--- config.mk ---
export PLATFORM = sky130hd
export DESIGN_NAME = uart_tx_flat
export DESIGN_NICKNAME = d
export VERILOG_FILES = /design/src/rtl/uart_tx_if.sv /design/src/rtl/uart_tx.sv /design/src/flat_wrapper.sv
export SDC_FILE = /design/constraint.sdc
export NUM_CORES = 1
export LEC_CHECK = 0
export CAP_MARGIN = 25
export CORE_MARGIN = 1
export CORE_UTILIZATION = 50
export CTS_BUF_LIST = sky130_fd_sc_hd__clkbuf_4 sky130_fd_sc_hd__clkbuf_8 sky130_fd_sc_hd__clkbuf_16
export DETAILED_ROUTE_END_ITERATION = 10
export PLACE_DENSITY = 0.74
export SLEW_MARGIN = 20
export SYNTH_ARGS = -nofsm -noshare
export SYNTH_HDL_FRONTEND = slang
export SYNTH_SLANG_ARGS = --single-unit
--- constraint.sdc ---
create_clock -name clock -period 3.6 [get_ports clock]
set_clock_uncertainty 0.15 [all_clocks]
set_input_delay 0.72 -clock clock [delete_from_list [all_inputs] [get_ports clock]]
set_output_delay 0.72 -clock clock [all_outputs]
set_load 0.01 [all_outputs]
--- src/rtl/uart_tx_if.sv ---
// Producer-facing bundle of the UART transmitter: byte handshake plus line/status outputs.
interface uart_tx_if #(
  parameter int DATA_BITS = 8
);
  logic [DATA_BITS-1:0] data;
  logic                 valid;
  logic                 ready;
  logic                 txd;
  logic                 busy;
  logic                 done;

  modport master (output data, valid, input ready, txd, busy, done);
  modport slave  (input data, valid, output ready, txd, busy, done);
endinterface

--- src/rtl/uart_tx.sv ---
// Asynchronous serial transmitter with internal bit-period divider, optional parity and 1/2 stop bits.
// All outputs are registered; a new byte may be accepted in the last clock of a frame for gapless streaming.
module uart_tx #(
  parameter int DIVISOR   = 16,
  parameter int DATA_BITS = 8,
  parameter int PARITY    = 0,
  parameter int STOP_BITS = 1
) (
  input  logic     clock,
  input  logic     reset,
  uart_tx_if.slave bus
);
  localparam int DIV_W = $clog2(DIVISOR);
  localparam int BIT_W = $clog2(DATA_BITS);

  localparam logic [DIV_W-1:0] DIV_LAST  = DIV_W'(DIVISOR - 1);
  localparam logic [DIV_W-1:0] DIV_PRE   = DIV_W'(DIVISOR - 2);
  localparam logic [BIT_W-1:0] BIT_LAST  = BIT_W'(DATA_BITS - 1);
  localparam logic [BIT_W-1:0] STOP_LAST = BIT_W'(STOP_BITS - 1);

  typedef enum logic [2:0] {
    S_IDLE,
    S_START,
    S_DATA,
    S_PARITY,
    S_STOP
  } state_t;

  state_t               r_state;
  logic [DIV_W-1:0]     r_div;
  logic [BIT_W-1:0]     r_bit;
  logic [DATA_BITS-1:0] r_shift;
  logic                 r_par;
  logic                 r_txd;
  logic                 r_ready;
  logic                 r_busy;
  logic                 r_done;

  logic w_accept;
  logic w_par;

  assign w_accept = bus.valid & r_ready;
  // Odd parity is the complement of the even (plain XOR) parity bit.
  assign w_par    = (^bus.data) ^ (PARITY == 1);

  always_ff @(posedge clock) begin
    if (reset) begin
      r_state <= S_IDLE;
      r_div   <= '0;
      r_bit   <= '0;
      r_shift <= '0;
      r_par   <= 1'b0;
      r_txd   <= 1'b1;
      r_ready <= 1'b1;
      r_busy  <= 1'b0;
      r_done  <= 1'b0;
    end else begin
      r_done <= 1'b0;
      if (w_accept) begin
        r_state <= S_START;
        r_div   <= '0;
        r_bit   <= '0;
        r_shift <= bus.data;
        r_par   <= w_par;
        r_txd   <= 1'b0;
        r_ready <= 1'b0;
        r_busy  <= 1'b1;
      end else begin
        case (r_state)
          S_IDLE: begin
            r_txd <= 1'b1;
          end
          S_START: begin
            if (r_div == DIV_LAST) begin
              r_div   <= '0;
              r_state <= S_DATA;
              r_txd   <= r_shift[0];
              r_shift <= r_shift >> 1;
            end else begin
              r_div <= r_div + DIV_W'(1);
            end
          end
          S_DATA: begin
            if (r_div == DIV_LAST) begin
              r_div <= '0;
              if (r_bit == BIT_LAST) begin
                r_bit <= '0;
                if (PARITY != 0) begin
                  r_state <= S_PARITY;
                  r_txd   <= r_par;
                end else begin
                  r_state <= S_STOP;
                  r_txd   <= 1'b1;
                end
              end else begin
                r_bit   <= r_bit + BIT_W'(1);
                r_txd   <= r_shift[0];
                r_shift <= r_shift >> 1;
              end
            end else begin
              r_div <= r_div + DIV_W'(1);
            end
          end
          S_PARITY: begin
            if (r_div == DIV_LAST) begin
              r_div   <= '0;
              r_state <= S_STOP;
              r_txd   <= 1'b1;
            end else begin
              r_div <= r_div + DIV_W'(1);
            end
          end
          S_STOP: begin
            // Announce the final clock one edge early so done/ready are registered into it.
            if (r_div == DIV_PRE && r_bit == STOP_LAST) begin
              r_done  <= 1'b1;
              r_ready <= 1'b1;
            end
            if (r_div == DIV_LAST) begin
              r_div <= '0;
              if (r_bit == STOP_LAST) begin
                r_bit   <= '0;
                r_state <= S_IDLE;
                r_busy  <= 1'b0;
                r_ready <= 1'b1;
              end else begin
                r_bit <= r_bit + BIT_W'(1);
              end
            end else begin
              r_div <= r_div + DIV_W'(1);
            end
          end
          default: begin
            r_state <= S_IDLE;
            r_txd   <= 1'b1;
          end
        endcase
      end
    end
  end

  assign bus.txd   = r_txd;
  assign bus.ready = r_ready;
  assign bus.busy  = r_busy;
  assign bus.done  = r_done;
endmodule

--- src/flat_wrapper.sv ---
// flat-port wrapper written by rule: the top's interface ports become plain ports
module uart_tx_flat 
#(
  parameter int DIVISOR   = 16,
  parameter int DATA_BITS = 8,
  parameter int PARITY    = 0,
  parameter int STOP_BITS = 1
)
  (clock, reset, bus_data, bus_valid, bus_ready, bus_txd, bus_busy, bus_done);
  uart_tx_if #(.DATA_BITS(DATA_BITS)) bus_i ();
  input  logic clock;
  input  logic reset;
  input wire logic [$bits(bus_i.data)-1:0] bus_data;
  input wire logic [$bits(bus_i.valid)-1:0] bus_valid;
  output wire logic [$bits(bus_i.ready)-1:0] bus_ready;
  output wire logic [$bits(bus_i.txd)-1:0] bus_txd;
  output wire logic [$bits(bus_i.busy)-1:0] bus_busy;
  output wire logic [$bits(bus_i.done)-1:0] bus_done;
  assign bus_i.data = bus_data;
  assign bus_i.valid = bus_valid;
  assign bus_ready = bus_i.ready;
  assign bus_txd = bus_i.txd;
  assign bus_busy = bus_i.busy;
  assign bus_done = bus_i.done;
  uart_tx #(.DIVISOR(DIVISOR), .DATA_BITS(DATA_BITS), .PARITY(PARITY), .STOP_BITS(STOP_BITS)) u_core (.clock(clock), .reset(reset), .bus(bus_i));
endmodule
==> impl_metrics.json, run 1 <==
{
  "wl_per_cell_um": 13.1,
  "holdBufCountCts": 0,
  "p_leak_nw": 0.508,
  "num_io_pins": 15,
  "cts_tree": "yes",
  "grt-ovfl-total": 0,
  "setup_viol": 0,
  "drc": 0,
  "dr_total_vias": 920,
  "hold_path_end": "u_core.r_shift[7]",
  "synthDistinctLibCells": 35,
  "period_needed_ps": 2270,
  "final-hold-violation-count": 0,
  "wirelength_um": 2120,
  "die_y_um": 48.7,
  "io_buffer_count": 14,
  "synth_top_family_by_area": "simple AND/OR/NAND/NOR gates",
  "antenna_found_initial": 0,
  "slew_violations": 0,
  "relSlewSlack_pct": 64.2,
  "hpwl_um": 1480,
  "nNetsFinal": 152,
  "syn_area_um2": 1090,
  "coreArea_um2": 2000,
  "cp.arrival_ps": 2350,
  "antenna_cells": 0,
  "reg2reg_to": "u_core.r_shift[6]",
  "cts_inserted_buffers": 3,
  "worstHoldStart": "u_core.r_shift[7]",
  "first_pass_iters": 4,
  "final_cells": 162,
  "timing.rr.start": "u_core.r_bit[0]",
  "place.gp.congestion": 0.801,
  "path_clk_slew_ps": 120,
  "clockRootBuffer": "clkbuf_4",
  "synth-adder-area-share_pct": 5.73,
  "dp_cells": 158,
  "synth_simple_gate_area_share_pct": 20.5,
  "period_share_pct": 63.0,
  "reg2reg_slack_ps": 1330,
  "dieWidth_um": 48.7,
  "syn_inst": 124,
  "worst_slew_pin_slew_ps": 536,
  "fmax_ghz": 0.441,
  "r2r.worst_path.cells": 6,
  "synth_xor_area_share_pct": 1.61,
  "via_per_inst": 5.68,
  "clock_sinks": 22,
  "ys_warn_count": 0,
  "grt_max_degree": 20,
  "hold_depth": 2,
  "start_util_pct": 54.5,
  "critPathKind": "flip-flop to flip-flop",
  "setup_tns_ps": 0,
  "h-tree-depth": 1,
  "status": "complete, no violations",
  "track_usage_pct": 18.6,
  "p_per_area_nw_per_um2": 399,
  "avgSynthCellArea_um2": 8.80,
  "cts_resized": 0,
  "hold_class": "flip-flop to flip-flop",
  "synth_mux_area_share_pct": 6.42,
  "ir_worst_vdd_uv": 426,
  "worst_setup_path_end_kind": "flip-flop",
  "first_global_vias": 800,
  "synth_nets": 140,
  "grt_first_pass_wirelength_um": 3460,
  "drt_iter0_markers": 14,
  "final_common_cell": "dfxtp_1",
  "die-area_um2": 2370,
  "cts_buffer_depth": 2,
  "rsz0062_at_grt": "no",
  "drive_above_1_share_pct": 5.93,
  "synth_compound_area_share_pct": 18.6,
  "worstSetupStartpointType": "flip-flop",
  "postRouteAntennaNets": 0,
  "maxCapViolations": 0,
  "rows": 16,
  "final_cell_mix": "dfxtp_1 (22), nor2_1 (15), clkdlybuf4s50_1 (14)",
  "yosys_register_bits": 22,
  "clock_latency_ps": 310,
  "synth-seq-area-share_pct": 40.4,
  "required_ps": 3680,
  "area_growth_pct": 15.7,
  "worst-path-max-fanout": 9,
  "fillers": 181,
  "post_cts_buffers": 0
}
## sequential cells by signal, indices dropped and copies added, names as in the netlist
| register | flops |
|---|---|
| u_core.bus.txd | 1 |
| u_core.r_state | 3 |
| u_core.r_bit | 3 |
| u_core.r_shift | 8 |
| u_core.bus.done | 1 |
| u_core.bus.ready | 1 |
| u_core.bus.busy | 1 |
| u_core.r_div | 4 |
## layout make-up
cell class / instances / area, µm² / share of cell area (%)
Clock inverter: 1 / 30.0 / 2.38
Clock buffer: 3 / 22.5 / 1.78
Timing Repair Buffer: 14 / 140 / 11.1
Tap cell: 27 / 33.8 / 2.68
Sequential cell: 22 / 440 / 34.9
Multi-Input combinational cell: 90 / 577 / 45.7
Inverter: 5 / 18.8 / 1.49
## Yosys cell counts (all sizes together)
cell    number  share of area [%]
dfxtp       22                 40
nor2        15                5.2
a21oi       11                5.0
a211oi       8                5.5
nand2        8                2.8
nand3        8                3.7
mux2i        7                6.4
ha           5                5.7
inv          5                1.7
clkbuf       4                2.3
o21ai        4                1.8
buf          3                2.8
nor3         3                1.4
or3          3                1.8
or3b         3                2.4
a211o        1               0.80
a311oi       1               0.80
a41oi        1               0.80
and2         1               0.57
and3         1               0.57
nand2b       1               0.57
nand4b       1               0.80
o21bai       1               0.69
o311ai       1               0.80
o31ai        1               0.69
o32ai        1               0.80
o41ai        1               0.80
or2b         1               0.80
xnor2        1               0.80
xor2         1               0.80
## critical path: stages, from the launching register on
cell and delay (ps):
dfxtp_1 360, ha_1 210, ha_1 200, or3b_1 350
a211o_1 490, mux2i_1 190, a211oi_1 240
## power by group
part | switching (mW) | internal [mW] | leakage [nW] | total [mW]
combinational | 0.0241 | 0.0268 | 0.299 | 0.0509
clock | 0.0759 | 0.113 | 0.0279 | 0.188
sequential | 0.00930 | 0.255 | 0.180 | 0.264
total | 0.109 | 0.394 | 0.508 | 0.504
## cells by family (layout without fill, tap and decap cells)
kind of cell	after synthesis	in the layout
AO/OA/AOI/OAI	31	31
adder cells (fa/ha/maj)	5	5
XOR/XNOR	2	2
flip-flops	22	22
multiplexers	7	7
buffers and inverters	12	23
AND/OR/NAND/NOR	45	45
## worst max-delay path by stage
| stage | start | end | slack (ps) |
|---|---|---|---|
| 6_report | u_core.r_bit[0] | u_core.r_shift[6] | 1330 |
| 5_1_grt | u_core.r_bit[0] | u_core.r_shift[5] | 1200 |
| 4_1_cts | u_core.r_bit[0] | u_core.r_shift[6] | 1320 |
| 3_5_place_dp | bus_valid | u_core.r_bit[1] | 1050 |
| 3_3_place_gp | bus_valid | u_core.r_bit[1] | 1130 |
| 2_1_floorplan | u_core.r_bit[0] | u_core.r_shift[0] | 1590 |
## metrics by stage
step           setup slack (ps)  instance area [µm²]  power [mW]  hold WS (ps)  util [%]
2_1_floorplan              1590                 1090       0.299           293         -
3_3_place_gp               1130                 1210       0.318           309      60.4
3_5_place_dp               1050                 1210       0.320           317      60.4
4_1_cts                    1320                 1260       0.509           336      63.1
5_1_grt                    1200                 1260       0.527           365      63.1
6_report                   1330                 1260       0.504           332      63.1
## per-layer routing
layer | track usage [%] | vias to the layer above | part of all wire [%]
met2 | 32.4 | 12 | 48
met1 | 22.6 | 436 | 48
li1 | - | 470 | -
met5 | 0 | - | 0
met4 | 4.41 | 0 | 0.47
met3 | 4.72 | 2 | 3.1
Note: power is estimated with default switching activity, not from simulation.
==> run 2: changes to the inputs <==
CORE_UTILIZATION = 47   (was 50)
PLACE_DENSITY = 0.73   (was 0.74)
clock period = 2 ns   (was 3.6 ns; I/O delays follow)
==> run 2 against run 1 <==
The flow now finishes with violations (setup timing). Combinational power is 110% higher. Worst setup slack got worse by 1400 ps. Utilization increased by 0.44 points. Clock-buffer cell count stayed put. Wire length is 22% higher. Hold slack got worse by 8.9 ps. Final cell count is 6.8% higher. Die area grew 6.1%. Clock power grew 8%. Critical path type unchanged.
==> impl_metrics.json, run 2 (same netlist as run 1, synthesis figures left out) <==
{
  "status": "complete, but fails checks",
  "violations": "setup timing",
  "cp.arrival_ps": 2130,
  "critPathKind": "flip-flop to flip-flop",
  "worst_setup_path_end_kind": "flip-flop",
  "reg2reg_to": "u_core.r_shift[1]",
  "postRouteAntennaNets": 0,
  "rows": 17,
  "first_pass_iters": 4,
  "die-area_um2": 2520,
  "io_buffer_count": 14,
  "switching_share_pct": 25.5,
  "largest_reg_flops": 8,
  "clockRootBuffer": "clkbuf_4",
  "worstHoldStart": "u_core.r_shift[7]",
  "p_per_area_nw_per_um2": 564,
  "critPathLaunch": "u_core.r_bit[1]",
  "worstSetupStartpointType": "flip-flop",
  "wirelength_um": 2590,
  "p_seq_share_pct": 60.7,
  "final_cell_mix": "dfxtp_1 (19), nor2_1 (15), clkdlybuf4s50_1 (14)",
  "track_usage_pct": 22.0,
  "required_ps": 2080,
  "nNetsFinal": 163,
  "reg.largest.list": "u_core.r_shift x8, u_core.r_div x4",
  "timing.rr.start": "u_core.r_bit[1]",
  "clkPwrFrac_pct": 25.9,
  "drc": 0,
  "worst-path-max-fanout": 5,
  "wl_per_cell_um": 15.0,
  "power_frac_comb_pct": 13.4,
  "antenna_cells": 0,
  "coreArea_um2": 2190,
  "maxCapViolations": 0,
  "dieWidth_um": 50.2,
  "endpoint": "u_core.r_shift[1]",
  "p_leak_nw": 0.549,
  "start_util_pct": 49.8,
  "drt_iter0_markers": 31,
  "final_common_cell": "dfxtp_1",
  "crit_top_cell": "ha_4",
  "finalWorstSetupSlack_ps": -50.1,
  "slew_violations": 0,
  "first_global_vias": 908,
  "via_per_inst": 5.73,
  "relSlewSlack_pct": 73.2,
  "reg2reg_slack_ps": -50,
  "die_y_um": 50.2,
  "setup_tns_ps": -115,
  "drive_above_1_share_pct": 20.7,
  "grt_max_degree": 19,
  "hold_class": "flip-flop to flip-flop",
  "cts_buffer_depth": 2,
  "final_cells": 173,
  "switchingPower_uw": 200,
  "ir_worst_vdd_uv": 463,
  "clock_sinks": 22,
  "cts_tree": "yes",
  "dr_total_vias": 991,
  "grt-ovfl-total": 0,
  "area_growth_pct": 27.5,
  "num_io_pins": 15,
  "hold_ws_ps": 323,
  "setup_viol": 3,
  "place.gp.congestion": 0.803,
  "clock_latency_ps": 310,
  "cts_inserted_buffers": 3,
  "r2r.worst_path.cells": 6,
  "worst_slew_pin_slew_ps": 401,
  "h-tree-depth": 1,
  "antenna_found_initial": 0,
  "hpwl_um": 1590,
  "path_cells": "ha_4 -> ha_4 -> or3b_4 -> a211o_4 -> mux2i_1 -> a211oi_1",
  "max_stage_delay_ps": 410,
  "path_clk_slew_ps": 120,
  "fillers": 175,
  "dp_cells": 167,
  "regMostFlops": "u_core.r_shift",
  "holdBufCountCts": 0,
  "fmax_ghz": 0.488,
  "period_share_pct": 103,
  "grt_first_pass_wirelength_um": 4030,
  "cp_slowest_cell": "or3b_4",
  "period_needed_ps": 2050,
  "internal-power_uw": 584,
  "rsz0062_at_grt": "yes",
  "final-hold-violation-count": 0
}
[run 2: power groups by stage]
stage / registers, mW / logic (mW) / clock network [mW]
2_1_floorplan: 0.481 / 0.0569 / 0
3_3_place_gp: 0.483 / 0.0958 / 0
3_5_place_dp: 0.484 / 0.0992 / 0
4_1_cts: 0.474 / 0.101 / 0.199
5_1_grt: 0.479 / 0.116 / 0.218
6_report: 0.476 / 0.105 / 0.203
[run 2: cell type report]
type,instances,area (µm²),area share [%]
repair buffers,24,215,15.5
well taps,28,35.0,2.52
multi-input cells,91,656,47.1
flip-flops and latches,22,444,31.9
inverters,5,18.8,1.35
clock buffers,3,22.5,1.62
[run 2: timing repair]
item / CTS / global route
endpoints found under the setup margin: 8 / 10
buffers inserted: 1 / 1
cloned: 1 / 0
pin swaps: 5 / 7
gates resized for setup: 9 / 7
[run 2: routing by layer]
| layer | vias to the layer above | routed length (µm) | track usage [%] |
|---|---|---|---|
| met5 | - | 0 | 0 |
| met1 | 462 | 1120 | 24.4 |
| met4 | 0 | 65 | 11.9 |
| met2 | 31 | 1290 | 37.6 |
| li1 | 490 | - | - |
| met3 | 8 | 124 | 6.06 |
[run 2: per-stage QoR]
step	power [mW]	setup slack, ps	cell area, µm²	util, %
2_1_floorplan	0.538	25.2	1090	-
3_3_place_gp	0.578	-69.5	1270	58.0
3_5_place_dp	0.583	-170	1270	58.0
4_1_cts	0.774	-68.1	1350	61.6
5_1_grt	0.813	-91.7	1390	63.5
6_report	0.785	-50.1	1390	63.5
[run 2: worst min path at each step]
stage,end,slack (ps),cells past startpoint
2_1_floorplan,u_core.r_shift[7],290,2
3_3_place_gp,u_core.bus.busy,320,2
3_5_place_dp,u_core.r_shift[7],320,2
4_1_cts,u_core.r_shift[7],340,2
5_1_grt,u_core.r_shift[7],360,2
6_report,u_core.r_shift[7],320,2
[run 2: critical path: cells and delay by family (launching register included)]
kind / cells / cell delay [ps]
simple gates: 1 / 410
mux: 1 / 140
compound gates: 2 / 600
fa+ha+maj: 2 / 310
flops: 1 / 350
==> run 3: changes to the inputs <==
CORE_UTILIZATION = 32   (was 47)
PLACE_DENSITY = 0.53   (was 0.73)
==> run 3 against run 2 <==
The run still ends with setup timing left. Sequential share of layout area rose by 0.090 points. Cell area unchanged. Clock-buffer cell count is 1 higher. Hold slack worse by 0.87 ps. Register-to-register slack better by 30 ps. Die area increased by 45%. Combinational power down 4%. Critical path depth unchanged. Via count is 3.9% lower. Final cell count increased by 8.7%. Maximum frequency rose by 1.4%. Critical path type unchanged. Largest power group unchanged.
==> impl_metrics.json, run 3 (same netlist as run 1, synthesis figures left out) <==
{
  "status": "complete, but fails checks",
  "violations": "setup timing",
  "reg.largest.list": "u_core.r_shift x8, u_core.r_div x4",
  "finalWorstSetupSlack_ps": -20.8,
  "num_io_pins": 15,
  "fmax_ghz": 0.495,
  "largest_reg_flops": 8,
  "final_cell_mix": "dfxtp_1 (18), nor2_1 (15), clkdlybuf4s50_1 (14)",
  "ir_worst_vdd_uv": 408,
  "p_seq_share_pct": 57.2,
  "rsz0062_at_grt": "yes",
  "crit_buf_inv": 0,
  "hold_class": "flip-flop to flip-flop",
  "drc": 0,
  "finalPower_uw": 828,
  "fillers": 340,
  "worstSetupStartpointType": "flip-flop",
  "track_usage_pct": 15.0,
  "maxUsedRoutingLayer": "met4",
  "period_share_pct": 101,
  "antenna_found_initial": 0,
  "clockRootBuffer": "clkbuf_4",
  "wirelength_um": 2250,
  "via_per_inst": 5.06,
  "h-tree-depth": 1,
  "path_clk_slew_ps": 130,
  "clkPwrFrac_pct": 30.6,
  "drt-met1-wl_um": 1200,
  "maxCapViolations": 0,
  "area_growth_pct": 27.5,
  "dr_wl_met2_um": 945,
  "crit_family": "compound AO/OA/AOI/OAI gates",
  "p_per_area_nw_per_um2": 595,
  "place_ws_ps": -120,
  "period_needed_ps": 2020,
  "worst_setup_path_end_kind": "flip-flop",
  "antenna_cells": 0,
  "drive_above_1_share_pct": 18.1,
  "crit_top_cell": "ha_4",
  "route.met3.wl_um": 78,
  "regMostFlops": "u_core.r_shift",
  "die_y_um": 60.4,
  "power_frac_comb_pct": 12.2,
  "worst-path-max-fanout": 5,
  "setup_tns_ps": -20.8,
  "critPathLaunch": "u_core.r_bit[1]",
  "first_global_vias": 916,
  "nNetsFinal": 161,
  "reg2reg_slack_ps": -20,
  "final_common_cell": "dfxtp_1",
  "grt-ovfl-total": 0,
  "cts_buffer_depth": 2,
  "slew_violations": 0,
  "dieWidth_um": 60.4,
  "start_util_pct": 34.6,
  "clock_sinks": 22,
  "relSlewSlack_pct": 72.3,
  "clock_latency_ps": 310,
  "io_buffer_count": 14,
  "cp_slowest_cell": "or3b_4",
  "grt_first_pass_wirelength_um": 4130,
  "worst_slew_pin_slew_ps": 415,
  "grt_max_degree": 19,
  "postRouteAntennaNets": 0,
  "cts_inserted_buffers": 3,
  "drt_iter0_markers": 32,
  "wl_per_cell_um": 12.0,
  "required_ps": 2080,
  "dr_total_vias": 952,
  "internal-power_uw": 624,
  "p_leak_nw": 0.543,
  "path_cells": "ha_4 -> ha_4 -> or3b_4 -> a211o_4 -> mux2i_1 -> a211oi_1",
  "endpoint": "u_core.r_shift[5]",
  "switching_share_pct": 24.7,
  "rows": 20,
  "setup_viol": 1,
  "switchingPower_uw": 204,
  "hpwl_um": 1560,
  "first_pass_iters": 5,
  "crit_cells": 6,
  "place.gp.congestion": 0.757,
  "die-area_um2": 3650,
  "coreArea_um2": 3150,
  "timing.rr.start": "u_core.r_bit[1]",
  "holdBufCountCts": 0,
  "critPathKind": "flip-flop to flip-flop",
  "final-hold-violation-count": 0,
  "cts_tree": "yes",
  "r2r.worst_path.cells": 6,
  "reg2reg_to": "u_core.r_shift[5]",
  "max_stage_delay_ps": 380,
  "cp.arrival_ps": 2100
}
[run 3: changes by cell type in the layout (fill, tap and decap cells not counted)]
cell,before,now
a211oi_2,2,0
dfxtp_2,3,4
nand3_1,6,8
dfxtp_1,19,18
a211oi_1,6,8
buf_4,10,8
nand3_2,2,0
clkbuf_8,0,1
[run 3: layout make-up]
cell class	instances	area, µm²	share of cell area [%]
tap	44	55.1	3.96
inverter	5	18.8	1.35
sequential	22	445	32.0
clock buffer	4	36.3	2.61
timing repair buffer	22	200	14.4
multi-input combinational	91	636	45.7
[run 3: power groups by stage]
stage | combinational, mW | clock, mW | sequential, mW
after floorplan | 0.0569 | 0 | 0.481
after global placement | 0.0984 | 0 | 0.482
after detailed placement | 0.0997 | 0 | 0.483
after CTS | 0.101 | 0.261 | 0.473
after global routing | 0.113 | 0.282 | 0.477
final | 0.101 | 0.253 | 0.474
[run 3: metal layers]
| layer | up-vias | GRT usage [%] |
|---|---|---|
| met3 | 5 | 2.56 |
| met2 | 19 | 22.0 |
| met1 | 437 | 21.1 |
| li1 | 491 | - |
| met4 | 0 | 7.64 |
| met5 | - | 0 |
[run 3: worst min-delay path by stage]
stage                       from                end  cells past startpoint
6_report       u_core.r_shift[7]  u_core.r_shift[7]                      2
5_1_grt        u_core.r_shift[7]  u_core.r_shift[7]                      2
4_1_cts        u_core.r_shift[7]  u_core.r_shift[7]                      2
3_5_place_dp   u_core.r_shift[7]  u_core.r_shift[7]                      2
3_3_place_gp   u_core.r_shift[7]  u_core.r_shift[7]                      2
2_1_floorplan  u_core.r_shift[7]  u_core.r_shift[7]                      2
[run 3: metrics by stage]
| stage | instances | cell area [µm²] | hold WS [ps] | utilization, % |
|---|---|---|---|---|
| after global placement | 182 | 1280 | 315 | 40.7 |
| after floorplan | 124 | 1090 | 293 | - |
| after CTS | 187 | 1380 | 328 | 43.7 |
| after detailed placement | 182 | 1280 | 311 | 40.7 |
| final | 188 | 1390 | 322 | 44.1 |
| after global routing | 188 | 1390 | 340 | 44.1 |
[run 3: worst min-delay path: stages (launching register included)]
cell and delay, ps:
dfxtp_1 330, nand3_1 60, a21oi_1 50
[run 3: timing repair]
item / in CTS / in global routing
endpoints found under the setup margin: 8 / 10
pin swaps: 8 / 6
cloned: 1 / 0
setup buffers: 0 / 1
resized for setup: 10 / 3
